--- src/rtl/mem_arbiter.sv ---
// Shares one multi-cycle chip-select/stall memory port between the fetch (I)
// and load/store (D) paths with alternating priority and a BUSY watchdog.
module mem_arbiter #(
    parameter int ADDR_WIDTH = 32,
    parameter int DATA_WIDTH = 32,
    parameter int TIMEOUT    = 15
) (
    input  logic                  clk,
    input  logic                  rst,
    input  logic                  i_req,
    input  logic [ADDR_WIDTH-1:0] i_addr,
    output logic [DATA_WIDTH-1:0] i_rdata,
    output logic                  i_stall,
    input  logic                  d_req,
    input  logic                  d_we,
    input  logic [ADDR_WIDTH-1:0] d_addr,
    input  logic [DATA_WIDTH-1:0] d_wdata,
    output logic [DATA_WIDTH-1:0] d_rdata,
    output logic                  d_stall,
    output logic                  m_cs,
    output logic                  m_we,
    output logic [ADDR_WIDTH-1:0] m_addr,
    output logic [DATA_WIDTH-1:0] m_wdata,
    input  logic [DATA_WIDTH-1:0] m_rdata,
    input  logic                  m_stall,
    output logic                  timeout_err,
    output logic [1:0]            dbg_state
);

    typedef enum logic [1:0] {
        S_IDLE = 2'd0,
        S_BUSY = 2'd1,
        S_RESP = 2'd2
    } state_t;

    typedef enum logic {
        G_I = 1'b0,
        G_D = 1'b1
    } grant_t;

    localparam logic [7:0] TO_LAST = 8'(TIMEOUT - 1);

    state_t                state_q, state_d;
    grant_t                grant_q, grant_d;
    grant_t                last_grant_q, last_grant_d;
    grant_t                winner;
    logic [7:0]            cnt_q, cnt_d;
    logic                  m_cs_q, m_cs_d;
    logic                  m_we_q, m_we_d;
    logic [ADDR_WIDTH-1:0] m_addr_q, m_addr_d;
    logic [DATA_WIDTH-1:0] m_wdata_q, m_wdata_d;
    logic [DATA_WIDTH-1:0] i_rdata_q, i_rdata_d;
    logic [DATA_WIDTH-1:0] d_rdata_q, d_rdata_d;
    logic                  timeout_err_q, timeout_err_d;
    logic                  done;

    always_ff @(posedge clk or negedge rst) begin
        if (!rst) begin
            state_q       <= S_IDLE;
            grant_q       <= G_I;
            last_grant_q  <= G_I;
            cnt_q         <= '0;
            m_cs_q        <= 1'b0;
            m_we_q        <= 1'b0;
            m_addr_q      <= '0;
            m_wdata_q     <= '0;
            i_rdata_q     <= '0;
            d_rdata_q     <= '0;
            timeout_err_q <= 1'b0;
        end else begin
            state_q       <= state_d;
            grant_q       <= grant_d;
            last_grant_q  <= last_grant_d;
            cnt_q         <= cnt_d;
            m_cs_q        <= m_cs_d;
            m_we_q        <= m_we_d;
            m_addr_q      <= m_addr_d;
            m_wdata_q     <= m_wdata_d;
            i_rdata_q     <= i_rdata_d;
            d_rdata_q     <= d_rdata_d;
            timeout_err_q <= timeout_err_d;
        end
    end

    // D wins contention unless it won the previous grant.
    always_comb begin
        winner = G_I;
        if (d_req && !(i_req && last_grant_q == G_D)) begin
            winner = G_D;
        end
    end

    // The first BUSY cycle never completes: the memory is still sampling the address.
    assign done = (cnt_q != 8'd0) && !m_stall;

    always_comb begin
        state_d       = state_q;
        grant_d       = grant_q;
        last_grant_d  = last_grant_q;
        cnt_d         = cnt_q;
        m_cs_d        = m_cs_q;
        m_we_d        = m_we_q;
        m_addr_d      = m_addr_q;
        m_wdata_d     = m_wdata_q;
        i_rdata_d     = i_rdata_q;
        d_rdata_d     = d_rdata_q;
        timeout_err_d = timeout_err_q;

        case (state_q)
            S_IDLE: begin
                if (i_req || d_req) begin
                    state_d      = S_BUSY;
                    grant_d      = winner;
                    last_grant_d = winner;
                    cnt_d        = 8'd0;
                    m_cs_d       = 1'b1;
                    if (winner == G_D) begin
                        m_we_d    = d_we;
                        m_addr_d  = d_addr;
                        m_wdata_d = d_wdata;
                    end else begin
                        m_we_d    = 1'b0;
                        m_addr_d  = i_addr;
                        m_wdata_d = '0;
                    end
                end
            end

            S_BUSY: begin
                cnt_d = cnt_q + 8'd1;
                if (done) begin
                    state_d = S_RESP;
                    m_cs_d  = 1'b0;
                    m_we_d  = 1'b0;
                    if (grant_q == G_D) begin
                        d_rdata_d = m_rdata;
                    end else begin
                        i_rdata_d = m_rdata;
                    end
                end else if (cnt_q == TO_LAST) begin
                    state_d       = S_RESP;
                    m_cs_d        = 1'b0;
                    m_we_d        = 1'b0;
                    timeout_err_d = 1'b1;
                    if (grant_q == G_D) begin
                        d_rdata_d = '0;
                    end else begin
                        i_rdata_d = '0;
                    end
                end
            end

            S_RESP: begin
                state_d = S_IDLE;
            end

            default: begin
                state_d = S_IDLE;
            end
        endcase
    end

    // Handshake: a requester raises req with stable inputs and holds it until
    // the single cycle its stall is low; it advances on the following edge.
    assign i_stall = i_req & ~(state_q == S_RESP && grant_q == G_I);
    assign d_stall = d_req & ~(state_q == S_RESP && grant_q == G_D);

    assign i_rdata     = i_rdata_q;
    assign d_rdata     = d_rdata_q;
    assign m_cs        = m_cs_q;
    assign m_we        = m_we_q;
    assign m_addr      = m_addr_q;
    assign m_wdata     = m_wdata_q;
    assign timeout_err = timeout_err_q;
    assign dbg_state   = state_q;

endmodule

--- config.mk ---
export PLATFORM = sky130hd
export DESIGN_NAME = mem_arbiter
export DESIGN_NICKNAME = d
export VERILOG_FILES = /design/src/rtl/mem_arbiter.sv
export SDC_FILE = /design/constraint.sdc
export NUM_CORES = 1
export LEC_CHECK = 0
export ABC_AREA = 0
export BUFFER_PORTS_ARGS = -buffer_cell sky130_fd_sc_hd__buf_2
export CORE_ASPECT_RATIO = 1.75
export CORE_MARGIN = 2
export CORE_UTILIZATION = 42
export CTS_CLUSTER_SIZE = 30
export DETAILED_ROUTE_END_ITERATION = 10
export GPL_TIMING_DRIVEN = 0
export PLACE_DENSITY_LB_ADDON = 0.15
export SYNTH_ARGS = -nofsm -noshare
export SYNTH_HDL_FRONTEND = slang
export SYNTH_SLANG_ARGS = --single-unit
--- constraint.sdc ---
create_clock -name clk -period 1.45 [get_ports clk]
set_input_delay 0.0725 -clock clk [delete_from_list [all_inputs] [get_ports clk]]
set_output_delay 0.0725 -clock clk [all_outputs]
set_load 0.1 [all_outputs]
==> results of run 1 <==
[worst max-delay path, cell delays in order, from the launching register on]
cell and delay (ns):
dfrtp_1 0.43, inv_1 0.11, ha_1 0.23, a31oi_2 0.21, buf_6 0.19, buf_2 0.22
nand3_1 0.17, o21ai_4 0.10
[metal layers]
metal / track usage (%) / vias up / share of wire, %
met5: 0 / - / 0
met4: 13.2 / 0 / 4.2
met3: 5.69 / 76 / 5.7
met2: 49.8 / 289 / 55
met1: 27.7 / 3056 / 35
li1: - / 2838 / -
[metrics by stage]
step / utilization [%] / instances / setup TNS (ns) / instance area (µm²)
after floorplan: - / 562 / -15.42 / 5990
after CTS: 71.5 / 1182 / -19.79 / 9890
after detailed placement: 54.9 / 1008 / -34.38 / 7590
after global routing: 75.9 / 1202 / -31.46 / 10500
after global placement: 54.6 / 1007 / -259.38 / 7560
final: 75.9 / 1202 / -23.28 / 10500
[synth_stat cells]
cell	n	area share [%]
dfrtp_1	142	60
o21ai_0	97	8.2
inv_1	69	4.4
nand3_1	67	5.7
nand2_1	37	2.3
mux2i_1	35	5.9
a22o_1	32	4.7
buf_2	22	1.9
clkbuf_1	14	0.89
a31oi_1	4	0.42
buf_4	4	0.51
nand4_1	4	0.42
nor2_1	4	0.25
ha_1	3	0.63
o21ai_1	3	0.25
a21boi_2	2	0.38
a21o_1	2	0.25
a21oi_1	2	0.17
a31o_2	2	0.30
nand2b_1	2	0.21
o31a_1	2	0.30
o31ai_1	2	0.25
a21boi_1	1	0.13
a32o_1	1	0.17
a41oi_1	1	0.15
and2_1	1	0.11
and3_1	1	0.11
and4_1	1	0.15
buf_1	1	0.063
nor2b_1	1	0.11
nor3_1	1	0.085
nor4_4	1	0.36
o21a_1	1	0.13
[kinds of logic (layout without fill, tap and decap cells)]
family,after synthesis,after routing,synth area share [%]
flip-flops,142,142,60.1
AND/OR/NAND/NOR,120,120,9.82
buffers and inverters,110,573,7.70
multiplexers,35,35,5.92
adder cells (fa/ha/maj),3,3,0.635
AO/OA/AOI/OAI,152,152,15.8
[worst paths after layout]
path                             start            to  cells past startpoint
max                           cnt_q[1]   i_rdata[22]                      7
min                          i_addr[0]     m_addr[0]                      3
max reg2reg                   cnt_q[1]   i_rdata[22]                      7
min reg2reg                timeout_err   timeout_err                      1
max in group asynchronous          rst  dbg_state[1]                      3
min in group asynchronous          rst    m_addr[31]                      2
[cells in the final DEF, fill, tap and decap left out, types with 15 or more instances in the layout]
| master | n |
|---|---|
| buf_4 | 23 |
| nand3_1 | 66 |
| o21ai_2 | 56 |
| clkbuf_16 | 22 |
| inv_1 | 68 |
| o21ai_1 | 26 |
| buf_2 | 269 |
| dlygate4sd3_1 | 125 |
| dfrtp_1 | 137 |
| a22o_1 | 32 |
| mux2i_1 | 34 |
| o21ai_0 | 15 |
| buf_6 | 31 |
[cell type report]
class / count / share of cell area [%]
flip-flops and latches: 142 / 34.0
multi-input cells: 310 / 22.4
repair buffers: 433 / 29.4
well taps: 177 / 2.11
clock buffers: 18 / 4.09
plain buffers: 39 / 3.55
inverters: 69 / 2.47
clock inverters: 14 / 1.98
[repair_timing]
item,4_1_cts,5_1_grt
pin swaps,7,23
setup buffers,16,13
gates cloned,5,5
endpoints found under the setup margin,137,143
resized for setup,116,142
endpoints found under the hold margin,172,2
hold buffers,123,2
[registers in the layout, summed over array words and instances (netlist names)]
signal        cells
dbg_state         2
i_rdata          32
m_wdata          32
cnt_q             8
timeout_err       1
last_grant_q      1
m_we              1
m_cs              1
d_rdata          32
m_addr           32
==> results.json, run 1 <==
{
  "via_count": 6259,
  "drive_gt1_share_pct": 46.9,
  "finalSetupViolations": 142,
  "cts_htree_levels": 4,
  "ys_ff_latch": 142,
  "grt_pass1_vias": 6421,
  "arrival_ns": 2.06,
  "slew_headroom_pct": 64.9,
  "fill_cells": 896,
  "syn_nets": 699,
  "die_area_um2": 15100,
  "whs_ns": 0.00167,
  "ios": 269,
  "totalWireLength_mm": 22.1,
  "yosysSeqAreaShare_pct": 60.1,
  "grt_setup_unrepaired": "true",
  "fmax_mhz": 578,
  "die_h_um": 161,
  "path_clk_slew_ns": 0.06,
  "cts_sinks": 142,
  "place_hpwl_mm": 12.8,
  "required_ns": 1.78,
  "yosysWarnings": 0,
  "route.detailed.wl_per_inst_um": 18.4,
  "grt_pass1_wl_mm": 31.7,
  "grt_max_degree": 98,
  "syn_area_um2": 5910,
  "layout-area-overhead-vs-synth_pct": 77.5,
  "pre_cts_ws_ns": -0.422,
  "multiInputGateArea_um2": 2350,
  "fin_skew_ns": 0.0116,
  "drtAntennaViolNets": 0,
  "cts_made_buffers": 17,
  "rows": 57,
  "crit_path_max_fanout": 10,
  "die_w_um": 93.7,
  "violations": "negative setup slack",
  "grt_overflow_total": 0,
  "endpoint_kind": "register",
  "antenna_found_initial": 0,
  "rrSetupSlack_ns": -0.28,
  "finalHoldViolations": 0,
  "syn_inst": 562,
  "post-route-min-period_ns": 1.73,
  "port_buffers": 268,
  "grt_usage_pct": 26.8,
  "worst_skew_pair.late_latency_ns": 0.41,
  "status": "complete, but fails checks",
  "period_share_pct": 119,
  "slew_viol_final": 0,
  "min_path_type": "in -> reg",
  "drc": 0,
  "place.gp.congestion": 0.835,
  "critical_path_class": "reg -> reg",
  "cts_buffer_depth": 2,
  "coreArea_um2": 13800,
  "cts_tree": "done",
  "fin_ws_ns": -0.281,
  "drt_pass1_iterations": 4,
  "seq_area_um2": 3560,
  "start_kind": "register",
  "cts_root_buf": "clkbuf_16",
  "synth.avg_cell_area_um2": 10.5,
  "start_util_pct": 42.7,
  "worst_pin_slew_ns": 0.530,
  "num_antenna_cells": 0,
  "vias_per_cell": 5.21,
  "final_net_count": 1149,
  "drt_iter0_markers": 267,
  "yosys.cell_types.count": 33,
  "drv_cap": 0
}
Power of run 1 is not shown: default switching activity piles up to over one toggle a cycle in this logic, so the estimate is an artifact.
==> run 2, diff against run 1 <==
--- a/config.mk
+++ b/config.mk
@@ -14,6 +14,7 @@
 export DETAILED_ROUTE_END_ITERATION = 10
 export GPL_TIMING_DRIVEN = 0
 export PLACE_DENSITY_LB_ADDON = 0.15
+export SKIP_CTS_REPAIR_TIMING = 1
 export SYNTH_ARGS = -nofsm -noshare
 export SYNTH_HDL_FRONTEND = slang
 export SYNTH_SLANG_ARGS = --single-unit
==> run 2 against run 1 <==
- the run ends with negative hold slack, negative setup slack left
- clock-buffer cell count stayed put
- global-route usage is 4.2 points lower
- final area is 9.3% lower
- clock skew hardly changed
- utilization is 7.0 points lower
- via count is 7.4% lower
- critical endpoint is now i_rdata[3]
- largest cell class unchanged
==> results.json, run 2 (synthesized netlist as in run 1, its figures left out) <==
{
  "drt_iter0_markers": 221,
  "crit_path_max_fanout": 6,
  "grt_max_degree": 98,
  "rows": 57,
  "die_h_um": 161,
  "drt_pass1_iterations": 4,
  "coreArea_um2": 13800,
  "fill_cells": 1090,
  "slew_headroom_pct": 64.9,
  "start_util_pct": 42.7,
  "slew_viol_final": 0,
  "fin_skew_ns": 0.0119,
  "path_clk_slew_ns": 0.06,
  "grt_setup_unrepaired": "true",
  "grt_pass1_wl_mm": 26.9,
  "rrSetupSlack_ns": -0.32,
  "cts_buffer_depth": 2,
  "drv_cap": 0,
  "crit_chain": "nor4_4, buf_4, nand4_1, buf_4, a21boi_4, buf_12, clkbuf_16, o21ai_2",
  "critical_path.max_stage_delay_ns": 0.44,
  "multiInputGateArea_um2": 2160,
  "totalWireLength_mm": 19.1,
  "slowest_stage": "dfrtp_2",
  "finalSetupViolations": 114,
  "pre_cts_ws_ns": -0.422,
  "post-route-min-period_ns": 1.77,
  "worst_skew_pair.late_latency_ns": 0.42,
  "grt_overflow_total": 0,
  "min_path_type": "in -> reg",
  "layout-area-overhead-vs-synth_pct": 61.0,
  "drtAntennaViolNets": 0,
  "antenna_found_initial": 0,
  "final_net_count": 1084,
  "worst_pin_slew_ns": 0.530,
  "violations": "negative hold slack, negative setup slack",
  "cts_root_buf": "clkbuf_16",
  "crit_top_cell": "buf_4",
  "critical_path_class": "reg -> reg",
  "start_kind": "register",
  "seq_area_um2": 3560,
  "place_hpwl_mm": 12.8,
  "cts_made_buffers": 17,
  "fin_ws_ns": -0.319,
  "layout_commonest_cell": "buf_2",
  "num_antenna_cells": 0,
  "drc": 0,
  "die_w_um": 93.7,
  "die_area_um2": 15100,
  "layout_common_cells": "buf_2 (274), dfrtp_1 (138), dlygate4sd3_1 (82)",
  "vias_per_cell": 5.10,
  "place.gp.congestion": 0.835,
  "ios": 269,
  "arrival_ns": 2.07,
  "whs_ns": -0.0322,
  "cts_tree": "done",
  "required_ns": 1.75,
  "finalHoldViolations": 19,
  "endpoint_kind": "register",
  "drive_gt1_share_pct": 42.9,
  "route.detailed.wl_per_inst_um": 16.8,
  "fmax_mhz": 565,
  "via_count": 5795,
  "port_buffers": 268,
  "grt_usage_pct": 22.6,
  "crit_family": "buffers and inverters",
  "cts_sinks": 142,
  "cts_htree_levels": 4,
  "path_buf_inv": 4,
  "grt_pass1_vias": 5451,
  "status": "complete, but fails checks",
  "period_share_pct": 122
}
==> run 2: cell types whose count changed in the layout (fill, tap and decap cells not counted), sizes merged <==
cell         before  now
dlygate4sd3     125   82
clkbuf           32   36
buf             333  307
==> run 2: path summary, 6_finish.rpt <==
check | from | to | cells past startpoint
min reg2reg | timeout_err | timeout_err | 1
min in group asynchronous | rst | m_addr[18] | 2
max | cnt_q[5] | i_rdata[3] | 8
min | i_addr[25] | m_addr[25] | 3
max reg2reg | cnt_q[5] | i_rdata[3] | 8
max in group asynchronous | rst | dbg_state[0] | 3
==> run 2: through the flow <==
stage               instance area [µm²]  hold WS, ns  util (%)  instances  TNS, ns
detailed placement                 7590       0.0281      54.9       1008   -34.38
finish                             9520      -0.0322      68.8       1137   -22.57
floorplan                          5990       -0.223         -        562   -15.42
CTS                                8230       -0.413      59.5       1040   -35.99
global route                       9520      -0.0165      68.8       1137   -32.70
global placement                   7560        0.289      54.6       1007  -259.38
==> run 2: worst register-to-register path, cell delays in order (launching register included) <==
cell and delay (ns):
dfrtp_2 0.44, nor4_4 0.26, buf_4 0.18, nand4_1 0.09, buf_4 0.17, a21boi_4 0.17
buf_12 0.15, clkbuf_16 0.15, o21ai_2 0.05
==> run 2: routing by layer <==
| layer | global-route usage [%] | vias up | routed length, µm |
|---|---|---|---|
| met4 | 10.7 | 0 | 634 |
| met1 | 25.4 | 2774 | 6880 |
| met3 | 5.32 | 53 | 1200 |
| met5 | 0 | - | 0 |
| li1 | - | 2698 | - |
| met2 | 39.7 | 270 | 10400 |
==> run 2: final cells by class <==
cell class / instances / area share, %
plain buffers: 41 / 3.24
repair buffers: 366 / 25.0
multi-input cells: 310 / 22.6
clock buffers: 18 / 4.51
clock inverters: 14 / 2.18
inverters: 69 / 2.72
flip-flops and latches: 142 / 37.4
well taps: 177 / 2.33
Power of run 2 is left out for the same reason.
